===== config.mk =====
export PLATFORM = sky130hd
export DESIGN_NAME = mem_bus_arbiter_flat
export DESIGN_NICKNAME = d
export VERILOG_FILES = /design/src/rtl/mem_bus_arbiter_pkg.sv /design/src/rtl/mem_bus_arbiter_if.sv /design/src/rtl/mem_arb_timer.sv /design/src/rtl/mem_bus_arbiter.sv /design/src/flat_wrapper.sv
export SDC_FILE = /design/constraint.sdc
export NUM_CORES = 1
export LEC_CHECK = 0
export BUFFER_PORTS_ARGS = -buffer_cell sky130_fd_sc_hd__buf_4
export CAP_MARGIN = 20
export CORE_AREA = 2 2 133 135
export DETAILED_ROUTE_END_ITERATION = 8
export DIE_AREA = 0 0 135 137
export MAX_ROUTING_LAYER = met4
export PLACE_DENSITY_LB_ADDON = 0.1
export SLEW_MARGIN = 20
export SYNTH_ARGS = -nofsm -noshare
export SYNTH_HDL_FRONTEND = slang
export SYNTH_SLANG_ARGS = --single-unit

===== constraint.sdc =====
create_clock -name clk -period 3.9 [get_ports clk]
set_input_delay 0.195 -clock clk [delete_from_list [all_inputs] [get_ports clk]]
set_output_delay 0.195 -clock clk [all_outputs]
set_load 0.05 [all_outputs]

===== src/rtl/mem_bus_arbiter_pkg.sv =====
// Shared types and constants for the IF/MEM memory bus arbiter.
package mem_bus_arbiter_pkg;

  localparam int unsigned DEF_ADDR_W  = 32;
  localparam int unsigned DEF_DATA_W  = 32;
  localparam int unsigned DEF_TIMEOUT = 255;
  localparam int unsigned SEL_W       = 4;

  localparam logic [SEL_W-1:0] ALL_LANES = 4'hF;

  typedef enum logic [1:0] {
    ST_IDLE     = 2'd0,
    ST_BUSY_IF  = 2'd1,
    ST_BUSY_MEM = 2'd2,
    ST_RESP     = 2'd3
  } arb_state_t;

  // Watchdog counter width; a disabled watchdog still gets a 1-bit counter.
  function automatic int unsigned timer_width(input int unsigned timeout);
    return (timeout == 0) ? 1 : $clog2(timeout + 1);
  endfunction

endpackage


===== src/rtl/mem_bus_arbiter_if.sv =====
// Fetch port, load/store port and shared memory bus seen by the arbiter.
interface mem_bus_arbiter_if
  import mem_bus_arbiter_pkg::*;
#(
  parameter int unsigned ADDR_W = DEF_ADDR_W,
  parameter int unsigned DATA_W = DEF_DATA_W
);

  logic              if_req_i;
  logic [ADDR_W-1:0] if_addr_i;
  logic              if_ack_o;
  logic [DATA_W-1:0] if_rdata_o;

  logic              mem_req_i;
  logic              mem_we_i;
  logic [ADDR_W-1:0] mem_addr_i;
  logic [DATA_W-1:0] mem_wdata_i;
  logic [SEL_W-1:0]  mem_sel_i;
  logic              mem_ack_o;
  logic [DATA_W-1:0] mem_rdata_o;

  logic              bus_req_o;
  logic              bus_we_o;
  logic [ADDR_W-1:0] bus_addr_o;
  logic [DATA_W-1:0] bus_wdata_o;
  logic [SEL_W-1:0]  bus_sel_o;
  logic              bus_ack_i;
  logic [DATA_W-1:0] bus_rdata_i;

  logic              err_o;
  logic              stallreq_if_o;
  logic              stallreq_mem_o;

  // Arbiter side
  modport slave (
    input  if_req_i, if_addr_i,
    input  mem_req_i, mem_we_i, mem_addr_i, mem_wdata_i, mem_sel_i,
    input  bus_ack_i, bus_rdata_i,
    output if_ack_o, if_rdata_o, mem_ack_o, mem_rdata_o,
    output bus_req_o, bus_we_o, bus_addr_o, bus_wdata_o, bus_sel_o,
    output err_o, stallreq_if_o, stallreq_mem_o
  );

  // Core + memory side
  modport master (
    output if_req_i, if_addr_i,
    output mem_req_i, mem_we_i, mem_addr_i, mem_wdata_i, mem_sel_i,
    output bus_ack_i, bus_rdata_i,
    input  if_ack_o, if_rdata_o, mem_ack_o, mem_rdata_o,
    input  bus_req_o, bus_we_o, bus_addr_o, bus_wdata_o, bus_sel_o,
    input  err_o, stallreq_if_o, stallreq_mem_o
  );

endinterface


===== src/rtl/mem_arb_timer.sv =====
// Slave-timeout watchdog: counts BUSY cycles without ack, flags the abort cycle.
module mem_arb_timer
  import mem_bus_arbiter_pkg::*;
#(
  parameter int unsigned TIMEOUT = DEF_TIMEOUT
) (
  input  logic clk,
  input  logic rst,
  input  logic clr,
  input  logic en,
  output logic tc_c
);

  localparam int unsigned CNT_W = timer_width(TIMEOUT);

  logic [CNT_W-1:0] count_q;

  always_ff @(posedge clk or posedge rst) begin
    if (rst) begin
      count_q <= '0;
    end else if (clr) begin
      count_q <= '0;
    end else if (en) begin
      count_q <= count_q + CNT_W'(1);
    end
  end

  // Terminal count is the last waited cycle, so the abort lands exactly TIMEOUT cycles in.
  generate
    if (TIMEOUT == 0) begin : g_no_watchdog
      assign tc_c = 1'b0;
    end else begin : g_watchdog
      assign tc_c = (count_q == CNT_W'(TIMEOUT - 1));
    end
  endgenerate

endmodule


===== src/rtl/mem_bus_arbiter.sv =====
// Shares one memory bus between the fetch and load/store ports: MEM priority
// with alternation under contention, one locked transaction at a time, slave watchdog.
module mem_bus_arbiter
  import mem_bus_arbiter_pkg::*;
#(
  parameter int unsigned ADDR_W  = DEF_ADDR_W,
  parameter int unsigned DATA_W  = DEF_DATA_W,
  parameter int unsigned TIMEOUT = DEF_TIMEOUT
) (
  input logic              clk,
  input logic              rst,
  mem_bus_arbiter_if.slave arb
);

  arb_state_t state_q, state_d;
  logic       last_mem_q, last_mem_d;
  logic       grant_mem, grant_if;
  logic       busy, timer_clr, timer_en, timeout_tc;

  logic              bus_req_d, bus_we_d;
  logic [ADDR_W-1:0] bus_addr_d;
  logic [DATA_W-1:0] bus_wdata_d;
  logic [SEL_W-1:0]  bus_sel_d;
  logic              if_ack_d, mem_ack_d, err_d;
  logic [DATA_W-1:0] if_rdata_d, mem_rdata_d;

  // MEM wins unless it also won last time and IF is waiting.
  assign grant_mem = arb.mem_req_i & ~(last_mem_q & arb.if_req_i);
  assign grant_if  = arb.if_req_i & ~grant_mem;

  assign busy      = (state_q == ST_BUSY_IF) || (state_q == ST_BUSY_MEM);
  assign timer_clr = ~busy;
  assign timer_en  = busy & ~arb.bus_ack_i;

  mem_arb_timer #(
    .TIMEOUT(TIMEOUT)
  ) u_timer (
    .clk  (clk),
    .rst  (rst),
    .clr  (timer_clr),
    .en   (timer_en),
    .tc_c (timeout_tc)
  );

  assign arb.stallreq_if_o  = arb.if_req_i & ~arb.if_ack_o;
  assign arb.stallreq_mem_o = arb.mem_req_i & ~arb.mem_ack_o;

  // State and registered outputs
  always_ff @(posedge clk or posedge rst) begin
    if (rst) begin
      state_q         <= ST_IDLE;
      last_mem_q      <= 1'b0;
      arb.bus_req_o   <= 1'b0;
      arb.bus_we_o    <= 1'b0;
      arb.bus_addr_o  <= '0;
      arb.bus_wdata_o <= '0;
      arb.bus_sel_o   <= '0;
      arb.if_ack_o    <= 1'b0;
      arb.if_rdata_o  <= '0;
      arb.mem_ack_o   <= 1'b0;
      arb.mem_rdata_o <= '0;
      arb.err_o       <= 1'b0;
    end else begin
      state_q         <= state_d;
      last_mem_q      <= last_mem_d;
      arb.bus_req_o   <= bus_req_d;
      arb.bus_we_o    <= bus_we_d;
      arb.bus_addr_o  <= bus_addr_d;
      arb.bus_wdata_o <= bus_wdata_d;
      arb.bus_sel_o   <= bus_sel_d;
      arb.if_ack_o    <= if_ack_d;
      arb.if_rdata_o  <= if_rdata_d;
      arb.mem_ack_o   <= mem_ack_d;
      arb.mem_rdata_o <= mem_rdata_d;
      arb.err_o       <= err_d;
    end
  end

  // Next state; RESP always returns to IDLE so a request seen there is never granted.
  always_comb begin
    state_d = state_q;
    case (state_q)
      ST_IDLE: begin
        if (grant_mem)     state_d = ST_BUSY_MEM;
        else if (grant_if) state_d = ST_BUSY_IF;
      end
      ST_BUSY_IF, ST_BUSY_MEM: begin
        if (arb.bus_ack_i || timeout_tc) state_d = ST_RESP;
      end
      default: state_d = ST_IDLE;
    endcase
  end

  // Next values of the registered outputs
  always_comb begin
    bus_req_d   = arb.bus_req_o;
    bus_we_d    = arb.bus_we_o;
    bus_addr_d  = arb.bus_addr_o;
    bus_wdata_d = arb.bus_wdata_o;
    bus_sel_d   = arb.bus_sel_o;
    if_rdata_d  = arb.if_rdata_o;
    mem_rdata_d = arb.mem_rdata_o;
    if_ack_d    = 1'b0;
    mem_ack_d   = 1'b0;
    err_d       = 1'b0;
    last_mem_d  = last_mem_q;
    case (state_q)
      ST_IDLE: begin
        if (grant_mem) begin
          bus_req_d   = 1'b1;
          bus_we_d    = arb.mem_we_i;
          bus_addr_d  = arb.mem_addr_i;
          bus_wdata_d = arb.mem_wdata_i;
          bus_sel_d   = arb.mem_sel_i;
          last_mem_d  = 1'b1;
        end else if (grant_if) begin
          bus_req_d   = 1'b1;
          bus_we_d    = 1'b0;
          bus_addr_d  = arb.if_addr_i;
          bus_wdata_d = '0;
          bus_sel_d   = ALL_LANES;
          last_mem_d  = 1'b0;
        end
      end
      ST_BUSY_IF: begin
        if (arb.bus_ack_i) begin
          bus_req_d  = 1'b0;
          if_ack_d   = 1'b1;
          if_rdata_d = arb.bus_rdata_i;
        end else if (timeout_tc) begin
          bus_req_d  = 1'b0;
          if_ack_d   = 1'b1;
          err_d      = 1'b1;
          if_rdata_d = '0;
        end
      end
      ST_BUSY_MEM: begin
        if (arb.bus_ack_i) begin
          bus_req_d   = 1'b0;
          mem_ack_d   = 1'b1;
          mem_rdata_d = arb.bus_rdata_i;
        end else if (timeout_tc) begin
          bus_req_d   = 1'b0;
          mem_ack_d   = 1'b1;
          err_d       = 1'b1;
          mem_rdata_d = '0;
        end
      end
      default: ;
    endcase
  end

endmodule


===== src/flat_wrapper.sv =====
// flat-port wrapper written by rule: the top's interface ports become plain ports
module mem_bus_arbiter_flat import mem_bus_arbiter_pkg::*;
#(
  parameter int unsigned ADDR_W  = DEF_ADDR_W,
  parameter int unsigned DATA_W  = DEF_DATA_W,
  parameter int unsigned TIMEOUT = DEF_TIMEOUT
)
  (clk, rst, arb_if_req_i, arb_if_addr_i, arb_mem_req_i, arb_mem_we_i, arb_mem_addr_i, arb_mem_wdata_i, arb_mem_sel_i, arb_bus_ack_i, arb_bus_rdata_i, arb_if_ack_o, arb_if_rdata_o, arb_mem_ack_o, arb_mem_rdata_o, arb_bus_req_o, arb_bus_we_o, arb_bus_addr_o, arb_bus_wdata_o, arb_bus_sel_o, arb_err_o, arb_stallreq_if_o, arb_stallreq_mem_o);
  mem_bus_arbiter_if #(.ADDR_W(ADDR_W), .DATA_W(DATA_W)) arb_i ();
  input logic clk;
  input logic rst;
  input wire logic [$bits(arb_i.if_req_i)-1:0] arb_if_req_i;
  input wire logic [$bits(arb_i.if_addr_i)-1:0] arb_if_addr_i;
  input wire logic [$bits(arb_i.mem_req_i)-1:0] arb_mem_req_i;
  input wire logic [$bits(arb_i.mem_we_i)-1:0] arb_mem_we_i;
  input wire logic [$bits(arb_i.mem_addr_i)-1:0] arb_mem_addr_i;
  input wire logic [$bits(arb_i.mem_wdata_i)-1:0] arb_mem_wdata_i;
  input wire logic [$bits(arb_i.mem_sel_i)-1:0] arb_mem_sel_i;
  input wire logic [$bits(arb_i.bus_ack_i)-1:0] arb_bus_ack_i;
  input wire logic [$bits(arb_i.bus_rdata_i)-1:0] arb_bus_rdata_i;
  output wire logic [$bits(arb_i.if_ack_o)-1:0] arb_if_ack_o;
  output wire logic [$bits(arb_i.if_rdata_o)-1:0] arb_if_rdata_o;
  output wire logic [$bits(arb_i.mem_ack_o)-1:0] arb_mem_ack_o;
  output wire logic [$bits(arb_i.mem_rdata_o)-1:0] arb_mem_rdata_o;
  output wire logic [$bits(arb_i.bus_req_o)-1:0] arb_bus_req_o;
  output wire logic [$bits(arb_i.bus_we_o)-1:0] arb_bus_we_o;
  output wire logic [$bits(arb_i.bus_addr_o)-1:0] arb_bus_addr_o;
  output wire logic [$bits(arb_i.bus_wdata_o)-1:0] arb_bus_wdata_o;
  output wire logic [$bits(arb_i.bus_sel_o)-1:0] arb_bus_sel_o;
  output wire logic [$bits(arb_i.err_o)-1:0] arb_err_o;
  output wire logic [$bits(arb_i.stallreq_if_o)-1:0] arb_stallreq_if_o;
  output wire logic [$bits(arb_i.stallreq_mem_o)-1:0] arb_stallreq_mem_o;
  assign arb_i.if_req_i = arb_if_req_i;
  assign arb_i.if_addr_i = arb_if_addr_i;
  assign arb_i.mem_req_i = arb_mem_req_i;
  assign arb_i.mem_we_i = arb_mem_we_i;
  assign arb_i.mem_addr_i = arb_mem_addr_i;
  assign arb_i.mem_wdata_i = arb_mem_wdata_i;
  assign arb_i.mem_sel_i = arb_mem_sel_i;
  assign arb_i.bus_ack_i = arb_bus_ack_i;
  assign arb_i.bus_rdata_i = arb_bus_rdata_i;
  assign arb_if_ack_o = arb_i.if_ack_o;
  assign arb_if_rdata_o = arb_i.if_rdata_o;
  assign arb_mem_ack_o = arb_i.mem_ack_o;
  assign arb_mem_rdata_o = arb_i.mem_rdata_o;
  assign arb_bus_req_o = arb_i.bus_req_o;
  assign arb_bus_we_o = arb_i.bus_we_o;
  assign arb_bus_addr_o = arb_i.bus_addr_o;
  assign arb_bus_wdata_o = arb_i.bus_wdata_o;
  assign arb_bus_sel_o = arb_i.bus_sel_o;
  assign arb_err_o = arb_i.err_o;
  assign arb_stallreq_if_o = arb_i.stallreq_if_o;
  assign arb_stallreq_mem_o = arb_i.stallreq_mem_o;
  mem_bus_arbiter #(.ADDR_W(ADDR_W), .DATA_W(DATA_W), .TIMEOUT(TIMEOUT)) u_core (.clk(clk), .rst(rst), .arb(arb_i));
endmodule

==> results by group, run 1 <==
Outcome
  – Status: finished clean

Pwr
  – Clk pwr share: 17.7%
  – Final Power: 9.35 mW
  – Pleak: approximately 4.7 nW
  – Switch Pwr: 4.52 mW
  – Comb pwr share: 53.9%
  – Part of the power in registers: 28.4%
  – Internal power: between 4 and 5 mW
  – Switching portion of total power: 48.4%
  – PwrDens: around 1000 nW/um2
  – Max IR drop VDD: 0.566 mV

Detailed routing
  – Vias: 4960
  – Vias per cell: roughly 5
  – M1 wire length: 7260 um
  – Final ANT Viol Nets: 0
  – Detail Route met3 WL: approximately 1600 um
  – Met2 wire length: 8850 um
  – Wire length per cell: 17.5 um
  – Post-Route WL: 17900 um
  – DR top layer: met4
  – DRT iter0 DRCs: 206
  – # DRC: 0
  – DRT Pass-1 Iters: 4

Clocking
  – H-tree levels: 4
  – CTS tree: done
  – Resize count post-CTS: 0
  – Hold_buf cts: between 60 and 70
  – Later-pin clock latency in the skew report: slightly above 400 ps
  – CTS Buffer Depth: 2
  – Post CTS Setup Buffer Count: 0
  – Root Buffer: clkbuf_16
  – Clock transition at the registers of the reported paths: 60 ps
  – CTS Sinks: 148
  – CTS Buf Count: 17

Place
  – IO buf count: 276
  – Cells after DPL: 920
  – GPL Wtd Cong: between 0.7 and 0.8
  – Post-DP HPWL: 12300 um

STA
  – Relative slew slack: 41.5%
  – Final Skew: 8.05 ps
  – Unrepaired setup endpoints after global routing: false
  – Final setup vio count: 0
  – Minimum clock period: about 2100 ps
  – Setup TNS: 0 ps
  – Fmax: 484 MHz
  – Hold slack: about 20 ps
  – Pins Over Slew Limit: 0
  – Endpoints failing hold: 0
  – Slew @ Worst Pin: 877 ps
  – Final period util: a little over half

Cells and area
  – Commonest non-fill, non-tap cells in the layout: 282 x buf_4, 148 x dfrtp_1, 98 x a22o_1
  – Layout cells sized above 1: around two fifths
  – Filler instances: 1527
  – Cell Count, Final, Fillers Out: 1021
  – Antenna Cells: 0
  – Commonest non-fill, non-tap cell in the layout: buf_4
  – Nets@finish: 927
  – Post-layout util: 54.9%
  – Area delta synth->final: 59.3%

Global route
  – Largest net degree at the start of global routing: 78
  – Overflow after GRT: 0
  – Gr usage total: 19.8%
  – Antenna violations before repair: 0
  – First-pass GRT wire length: 27300 um
  – Number of global-route vias before repair: around 5000

Run
  – Max_cap viols: 0

Setup path
  – Max stage delay on crit path: 660 ps
  – CP Class: reg -> reg
  – CP Launch Type: flop
  – CP required: 4160 ps
  – Cell breakdown of the critical path: inv_1 > ha_1 > o21ai_4 > buf_4 > o21ai_0
  – Worst-path fanout max: 77
  – Max stage delay cell, worst path: buf_4
  – CP Capture Type: flop
  – CP arrival: 2320 ps

Synth
  – Cell Area, Synth: 5880 um2
  – Post-Syn Area per Cell: 13.1 um2
  – Synth top area cells: dfrtp_1 63%, a22o_1 15%, mux2i_1 5.5%, o21ai_1 2.6%, nand2_1 2.4%
  – Synth cell types: 33
  – Synth Register Bits: between 100 and 150
  – Syn. warnings: 0
  – Cell taking the most area after synthesis: dfrtp_1
  – Sequential share of the synthesized area: 63.0%
  – Mapped Cells: 447
  – Net Count, Synth: 591
  – Top-area cell type share of the netlist area: 63.0%

Floorplan
  – Initial Utilization: 34.4%
  – Site Rows: 48
  – Core area: 17100 um2
  – Die ar.: 18500 um2
  – Die span in x: between 100 and 150 um
  – Io pins: 277
  – Die height: 137 um

Hold path
  – Hold WC Path Type: in -> reg
-- layer usage --
| metal | vias to the layer above | track usage, % |
|---|---|---|
| met1 | 2433 | 23.6 |
| met3 | 21 | 6.52 |
| met2 | 204 | 32.3 |
| li1 | 2302 | - |
| met4 | 0 | 5.38 |
| met5 | - | - |
-- worst max-delay path, delay by kind of cell (launching register included) --
kind	cells	cell delay [ps]
flip-flops	1	400
buffers and inverters	2	750
AO/OA/AOI/OAI	2	440
adder cells (fa/ha/maj)	1	270
-- cells by family (layout without fill, tap and decap cells) --
logic type	count (synthesis)	in the layout	share of synthesized area (%)
muxes	33	33	5.64
and+or+nand+nor	68	68	5.58
adders and majority gates	6	6	1.28
buffers and inverters	42	391	4.37
xor gates and xnor gates	6	6	0.895
AOI/OAI and AO/OA	144	144	19.2
DFF	148	148	63.0
-- path summary, 6_finish.rpt --
kind                       slack (ps)                      start  cells past startpoint                          to
max in group asynchronous        2310                        rst                      4  u_core.arb.bus_wdata_o[21]
setup / recovery                 1830          u_core.state_q[0]                      5    u_core.arb.bus_addr_o[9]
min in group asynchronous         360                        rst                      3    u_core.arb.if_rdata_o[8]
setup reg to reg                 1830          u_core.state_q[0]                      5    u_core.arb.bus_addr_o[9]
hold reg to reg                   490  u_core.arb.bus_addr_o[13]                      2   u_core.arb.bus_addr_o[13]
hold / removal                     20        arb_mem_wdata_i[11]                      2  u_core.arb.bus_wdata_o[11]
-- through the flow --
stage | setup WS (ps) | cell area [um2]
2_1_floorplan | 1840 | 5880
3_3_place_gp | 1950 | 8070
3_5_place_dp | 1830 | 8070
4_1_cts | 1820 | 9350
5_1_grt | 1660 | 9360
6_report | 1830 | 9360
-- sequential cells by signal, indices dropped and copies added (netlist names), 2 cells and up --
register / cells
u_core.arb.if_rdata_o: 32
u_core.u_timer.count_q: 8
u_core.arb.bus_wdata_o: 32
u_core.arb.bus_sel_o: 4
u_core.arb.bus_addr_o: 32
u_core.state_q: 2
u_core.arb.mem_rdata_o: 32
-- Yosys cell counts, drive strengths merged --
| cell type | n |
|---|---|
| nor3 | 1 |
| nand2 | 40 |
| mux2i | 32 |
| ha | 6 |
| o21ai | 36 |
| buf | 24 |
| xor2 | 3 |
| nor3b | 1 |
| nand4 | 1 |
| nor4 | 1 |
| nand2b | 1 |
| nand4b | 1 |
| xnor2 | 3 |
| nand3 | 2 |
| a21boi | 1 |
| mux2 | 1 |
| inv | 8 |
| a32o | 1 |
| o21bai | 1 |
| a21oi | 3 |
| or3 | 1 |
| a22o | 98 |
| nor2 | 11 |
| and2 | 3 |
| clkbuf | 10 |
| nor2b | 5 |
| dfrtp | 148 |
| o22a | 4 |
-- final cells by class --
class / instances / area (um2) / area share (%)
Sequential cell: 148 / 3700 / 39.6
Timing Repair Buffer: 351 / 2810 / 30.0
Multi-Input combinational cell: 257 / 1940 / 20.7
Clock inverter: 13 / 148 / 1.58
Clock buffer: 19 / 453 / 4.84
Tap cell: 225 / 282 / 3.01
Inverter: 8 / 33.8 / 0.361
-- power groups by stage --
stage          clock network [mW]  logic [mW]  registers (mW)
6_report                     1.65        5.04            2.66
5_1_grt                      1.76        5.30            2.74
2_1_floorplan                   0        1.24            4.88
4_1_cts                      1.69        5.09            2.66
3_3_place_gp                    0        4.97            2.65
3_5_place_dp                    0        5.04            2.66
No activity file was read; power rests on OpenSTA's default activity.
==> run 2, diff against run 1 <==
clock period = 2.05 ns   (was 3.9 ns; I/O delays follow)
==> run 2 against run 1 <==
- sequential share of layout area decreased by 2.7 points
- setup slack got worse by 1500 ps
- cell count increased by 5.8%
- cell area increased by 7.2%
- global-route usage increased by 0.55 points
==> results by group, run 2 (synthesized netlist as in run 1, its figures left out) <==
Outcome
  – Status: finished clean

Pwr
  – PwrDens: 1810 nW/um2
  – Max IR drop VDD: 0.977 mV
  – Pleak: between 4 and 5 nW
  – Final Power: 18.2 mW

Detailed routing
  – DRT iter0 DRCs: just over 200
  – Vias: ~5200
  – Vias per cell: about 4.8
  – DR top layer: met4
  – Post-Route WL: 18600 um
  – Wire length per cell: 17.2 um
  – M1 wire length: 7880 um
  – Met2 wire length: 8970 um
  – DRT Pass-1 Iters: 4
  – # DRC: 0
  – Detail Route met3 WL: 1480 um
  – Final ANT Viol Nets: 0

Floorplan
  – Die ar.: 18500 um2
  – Die span in x: 135 um
  – Io pins: 277
  – Site Rows: 48
  – Die height: 137 um
  – Core area: 17100 um2
  – Initial Utilization: 34.4%

Cells and area
  – Area delta synth->final: 70.9%
  – Cell Count, Final, Fillers Out: 1080
  – Commonest non-fill, non-tap cell in the layout: buf_4
  – Layout cells sized above 1: a little under two fifths
  – Nets@finish: 985
  – Commonest non-fill, non-tap cells in the layout: 281 x buf_4, 148 x dfrtp_1, 125 x dlygate4sd3_1

Setup path
  – WP buf/inv: 1
  – R2r startpoint: u_core.u_timer.count_q[0]
  – CP Launch Type: flop
  – CP Class: reg -> reg
  – Critical path's top delay family: compound AO/OA/AOI/OAI gates
  – CP Capture Type: flop
  – Max stage delay cell, worst path: dfrtp_1
  – R2r setup slk: 300 ps
  – Worst-path fanout max: 33
  – Worst Setup SP: u_core.u_timer.count_q[0]
  – CP arrival: 2050 ps
  – Max stage delay on crit path: 420 ps
  – CP required: 2350 ps
  – Cell breakdown of the critical path: inv_1 > ha_1 > nand3_1 > o21bai_4 > nand2_4 > a22o_1
  – Reg2Reg Capture Point: u_core.arb.mem_rdata_o[10]
  – FF-to-FF path depth: 6

Clocking
  – CTS Buf Count: 17
  – CTS tree: done
  – CTS Sinks: 148
  – CTS Buffer Depth: 2
  – Post CTS Setup Buffer Count: 0
  – H-tree levels: 4
  – Clock transition at the registers of the reported paths: 60 ps
  – Later-pin clock latency in the skew report: roughly 420 ps
  – Root Buffer: clkbuf_16

Hold path
  – Hold WC Path Type: in -> reg
  – Hold Path Depth: 3
  – Worst Hold Launch: arb_mem_addr_i[14]
  – Worst Hold End: u_core.arb.bus_addr_o[14]

Global route
  – Gr usage total: 20.3%
  – Number of global-route vias before repair: 5358
  – First-pass GRT wire length: approximately 28000 um
  – Largest net degree at the start of global routing: 74
  – Antenna violations before repair: 0
  – Overflow after GRT: 0

Place
  – Post-DP HPWL: ~12000 um
  – GPL Wtd Cong: 0.753
  – Cells after DPL: 922
  – IO buf count: 276

Run
  – Max_cap viols: 0

STA
  – Final setup vio count: 0
  – Minimum clock period: 1750 ps
  – Final Skew: 9.54 ps
  – Fmax: 570 MHz
  – Endpoints failing hold: 0
  – Pins Over Slew Limit: 0
  – Final period util: between 80% and 90%
  – Relative slew slack: 36.5%
  – Slew @ Worst Pin: 948 ps
  – Unrepaired setup endpoints after global routing: false
run 2: cell count changes in the layout (fill, tap and decap cells not counted), moves of 2 or more:
| cell | delta |
|---|---|
| buf_12 | +3 |
| dlygate4sd3_1 | +56 |
| clkbuf_8 | +3 |
| inv_6 | -2 |
| clkinvlp_4 | -2 |
| bufinv_16 | +2 |
run 2: final cells by class:
class	instances	area (um2)
Clock buffer	22	494
Fill cell	1402	7020
Clock inverter	10	168
Multi-Input combinational cell	257	1940
Tap cell	225	282
Inverter	8	33.8
Timing Repair Buffer	409	3420
Sequential cell	148	3700
Antenna cell	1	2.50
run 2: metal layers:
layer	up-vias	GRT usage, %
met2	208	33.3
met1	2515	24.8
li1	2411	-
met4	0	5.27
met5	-	-
met3	20	5.93
run 2: stage by stage:
step           cell area [um2]  worst slack [ps]  utilization [%]  TNS (ps)  hold WS (ps)
2_1_floorplan             5880              86.5                -         0           229
3_5_place_dp              8120             -26.0             47.6      -321           271
4_1_cts                  10000               284             58.8         0         0.259
6_report                 10000               297             58.9         0          11.8
3_3_place_gp              8120               110             47.6         0           268
5_1_grt                  10000               167             58.8         0          25.0
run 2: repair_timing:
item	in CTS	in global routing
endpoints found under the hold margin	278	0
hold buffers	125	0
setup endpoints to repair	33	0
gates resized for setup	1	0
run 2: worst max path at each step:
stage | to | cells after the start
2_1_floorplan | u_core.arb.bus_addr_o[0] | 1
3_3_place_gp | u_core.arb.bus_wdata_o[15] | 4
3_5_place_dp | u_core.arb.bus_wdata_o[12] | 4
4_1_cts | u_core.arb.mem_rdata_o[10] | 6
5_1_grt | u_core.arb.bus_addr_o[6] | 6
6_report | u_core.arb.mem_rdata_o[10] | 6
run 2: worst min-delay path: cells and delay by family:
family / cells / cell delay (ps)
AOI/OAI and AO/OA: 1 / 120
buffers and inverters: 1 / 80
muxes: 1 / 70
run 2: power by group:
group / internal, mW / leakage, nW / switching [mW]
clock: 2.21 / 0.323 / 1.22
combinational: 3.19 / 2.79 / 6.57
sequential: 4.24 / 1.86 / 0.786
==> run 3, diff against run 2 <==
ABC_AREA = 1   (was unset)
CORE_AREA = 2 2 134 136   (was 2 2 133 135)
DIE_AREA = 0 0 136 138   (was 0 0 135 137)
==> run 3 against run 2 <==
- first-iteration DRC count increased by 15%
- register-to-register slack got worse by 30 ps
- routed wire length increased by 9.1%
- global-route usage increased by 1.6 points
- setup slack got worse by 34 ps
- synthesized cell count increased by 36%
- die area increased by 1.5%
- highest routed layer unchanged
==> results by group, run 3 <==
Cells and area
  – Commonest non-fill, non-tap cell in the layout: buf_4
  – Area delta synth->final: 70.2%
  – Commonest non-fill, non-tap cells in the layout: 282 x buf_4, 159 x nand2_1, 148 x dfrtp_1
  – Final Cell Area: 10100 um2
  – Cell Count, Final, Fillers Out: ~1200
  – Antenna Cells: 0
  – Nets@finish: 1151
  – Layout cells sized above 1: 32.2%
  – Post-layout util: 57.8%
  – Filler instances: 1512

Synth
  – Mapped Cells: around 600
  – EDFF count, synth: 0
  – Cell taking the most area after synthesis: dfrtp_1
  – Primary FF master, synth: dfrtp_1
  – Synth top area cells: dfrtp_1 62%, nand2_1 10%, o21ai_0 6.8%, a22o_1 4.8%, o21ai_1 4.2%
  – Post-Syn Area per Cell: about 10 um2
  – Net Count, Synth: between 700 and 800
  – Synth cell types: 24
  – Post-synth top cells: 159 x nand2_1, 148 x dfrtp_1, 81 x o21ai_0
  – Most frequent cell after synthesis: nand2_1
  – Synth async-reset ratio: 100%
  – Top-area cell type share of the netlist area: 62.1%
  – Synth Register Bits: about 150
  – Syn. warnings: 0
  – Cell Area, Synth: 5960 um2
  – Sequential share of the synthesized area: 62.1%

Global route
  – GRT met2 Usage: 35.1%
  – Number of global-route vias before repair: ~6000
  – Busiest grt layer: met2
  – Met3 usage: around 4.8%
  – Largest net degree at the start of global routing: 65
  – Gr usage total: a little over a fifth
  – Antenna violations before repair: 0
  – Overflow after GRT: 0
  – First-pass GRT wire length: around 32000 um
  – Met1 usage: between 20% and 30%

Place
  – DP Area: 8240 um2
  – Post-DP HPWL: 12700 um
  – IO buf count: 276
  – Post-placement setup slack: around 250 ps
  – Cells after DPL: between 1000 and 1500
  – GPL Wtd Cong: 0.808

Setup path
  – CP Capture Type: flop
  – CP Class: reg -> reg
  – Worst-path fanout max: 33
  – CP Launch Type: flop
  – FF-to-FF path depth: 5
  – CP required: 2400 ps
  – CP arrival: 2130 ps
  – R2r setup slk: 260 ps
  – R2r startpoint: u_core.state_q[0]
  – Reg2Reg Capture Point: u_core.arb.bus_wdata_o[0]

STA
  – Minimum clock period: 1790 ps
  – Pins Over Slew Limit: 0
  – Final setup vio count: 0
  – Final Skew: ~12 ps
  – Setup TNS: 0 ps
  – PnR worst setup slack: 263 ps
  – Relative slew slack: 56.5%
  – Unrepaired setup endpoints after global routing: false
  – Slew @ Worst Pin: ~650 ps
  – Fmax: 560 MHz
  – Endpoints failing hold: 0
  – Hold slack: approximately 33 ps
  – Final period util: 87.2%

Clocking
  – Resize count post-CTS: 0
  – Clock transition at the registers of the reported paths: 60 ps
  – CTS Sinks: 148
  – H-tree levels: 4
  – CTS Buf Count: 17
  – Root Buffer: clkbuf_16
  – CTS Buffer Depth: 2
  – Later-pin clock latency in the skew report: 420 ps
  – CTS tree: done

Outcome
  – Status: finished clean

Floorplan
  – Site Rows: 49
  – Die span in x: 136 um
  – Initial Utilization: around 34%
  – Die ar.: 18800 um2
  – Io pins: about 280
  – Core area: approximately 18000 um2
  – Die height: 138 um

Pwr
  – Clk pwr share: 17.4%
  – Internal power: 8.90 mW
  – Switch Pwr: 8.77 mW
  – Part of the power in registers: 28.1%
  – Switching portion of total power: 49.6%
  – PwrDens: 1740 nW/um2
  – Pleak: 5.06 nW
  – Max IR drop VDD: 0.966 mV
  – Comb pwr share: between 50 and 60%
  – Final Power: 17.7 mW

Detailed routing
  – # DRC: 0
  – Final ANT Viol Nets: 0
  – DRT Pass-1 Iters: 7
  – DRT iter0 DRCs: 237
  – Vias per cell: 4.76
  – Vias: between 5000 and 6000
  – Wire length per cell: 16.2 um
  – Post-Route WL: 20200 um

Hold path
  – Worst Hold Launch: arb_if_addr_i[10]
  – Hold WC Path Type: in -> reg
  – Worst Hold End: u_core.arb.bus_addr_o[10]
  – Hold Path Depth: 3

Run
  – Max_cap viols: 0
-- run 3: worst max-delay path by stage --
stage | startpoint | to | slack (ps) | cells after the start
2_1_floorplan | rst | u_core.arb.bus_addr_o[0] | 90 | 1
3_3_place_gp | u_core.state_q[0] | u_core.arb.bus_wdata_o[31] | 380 | 5
3_5_place_dp | u_core.state_q[1] | u_core.arb.bus_wdata_o[27] | 250 | 5
4_1_cts | u_core.state_q[1] | u_core.arb.bus_wdata_o[27] | 230 | 5
5_1_grt | u_core.state_q[0] | u_core.arb.bus_wdata_o[17] | 120 | 5
6_report | u_core.state_q[0] | u_core.arb.bus_wdata_o[0] | 260 | 5
-- run 3: cell families (layout without fill, tap and decap cells) --
| family | after synthesis | after routing | share of synthesized area (%) |
|---|---|---|---|
| AND/OR/NAND/NOR | 221 | 221 | 14.9 |
| AO/OA/AOI/OAI | 174 | 174 | 17.0 |
| flip-flops | 148 | 148 | 62.1 |
| buffers and inverters | 57 | 471 | 4.68 |
| adder cells (fa/ha/maj) | 6 | 6 | 1.26 |
-- run 3: area by class of cell --
cell class	instances	area [um2]	share of cell area [%]
Tap cell	229	287	2.82
Clock inverter	14	154	1.52
Timing Repair Buffer	417	3500	34.5
Clock buffer	18	429	4.23
Inverter	22	86.3	0.851
Sequential cell	148	3700	36.5
Multi-Input combinational cell	401	1990	19.6
-- run 3: power groups by stage --
stage               Clock, mW  Combinational [mW]  Sequential, mW
detailed placement          0                9.48            4.97
global route             3.28                10.2            5.10
floorplan                   0                2.26            9.06
CTS                      3.15                9.70            4.95
global placement            0                9.36            4.94
finish                   3.07                9.64            4.96
-- run 3: what timing repair did --
action                                 4_1_cts  5_1_grt
hold buffers                               132        0
buffers inserted                             0        0
endpoints found under the hold margin      232        0
-- run 3: layer usage --
layer / routed length [um] / share of wire (%) / vias up
met5: 0 / 0 / -
met4: 473 / 2.3 / 0
met3: 1450 / 7.1 / 36
met2: 9760 / 48 / 253
met1: 8570 / 42 / 2830
li1: - / - / 2829
-- run 3: critical path, stage by stage (launching register included) --
cell     delay, ps
dfrtp_1        410
inv_1          100
ha_1           270
nand3_2        200
inv_2          500
a22o_1         230
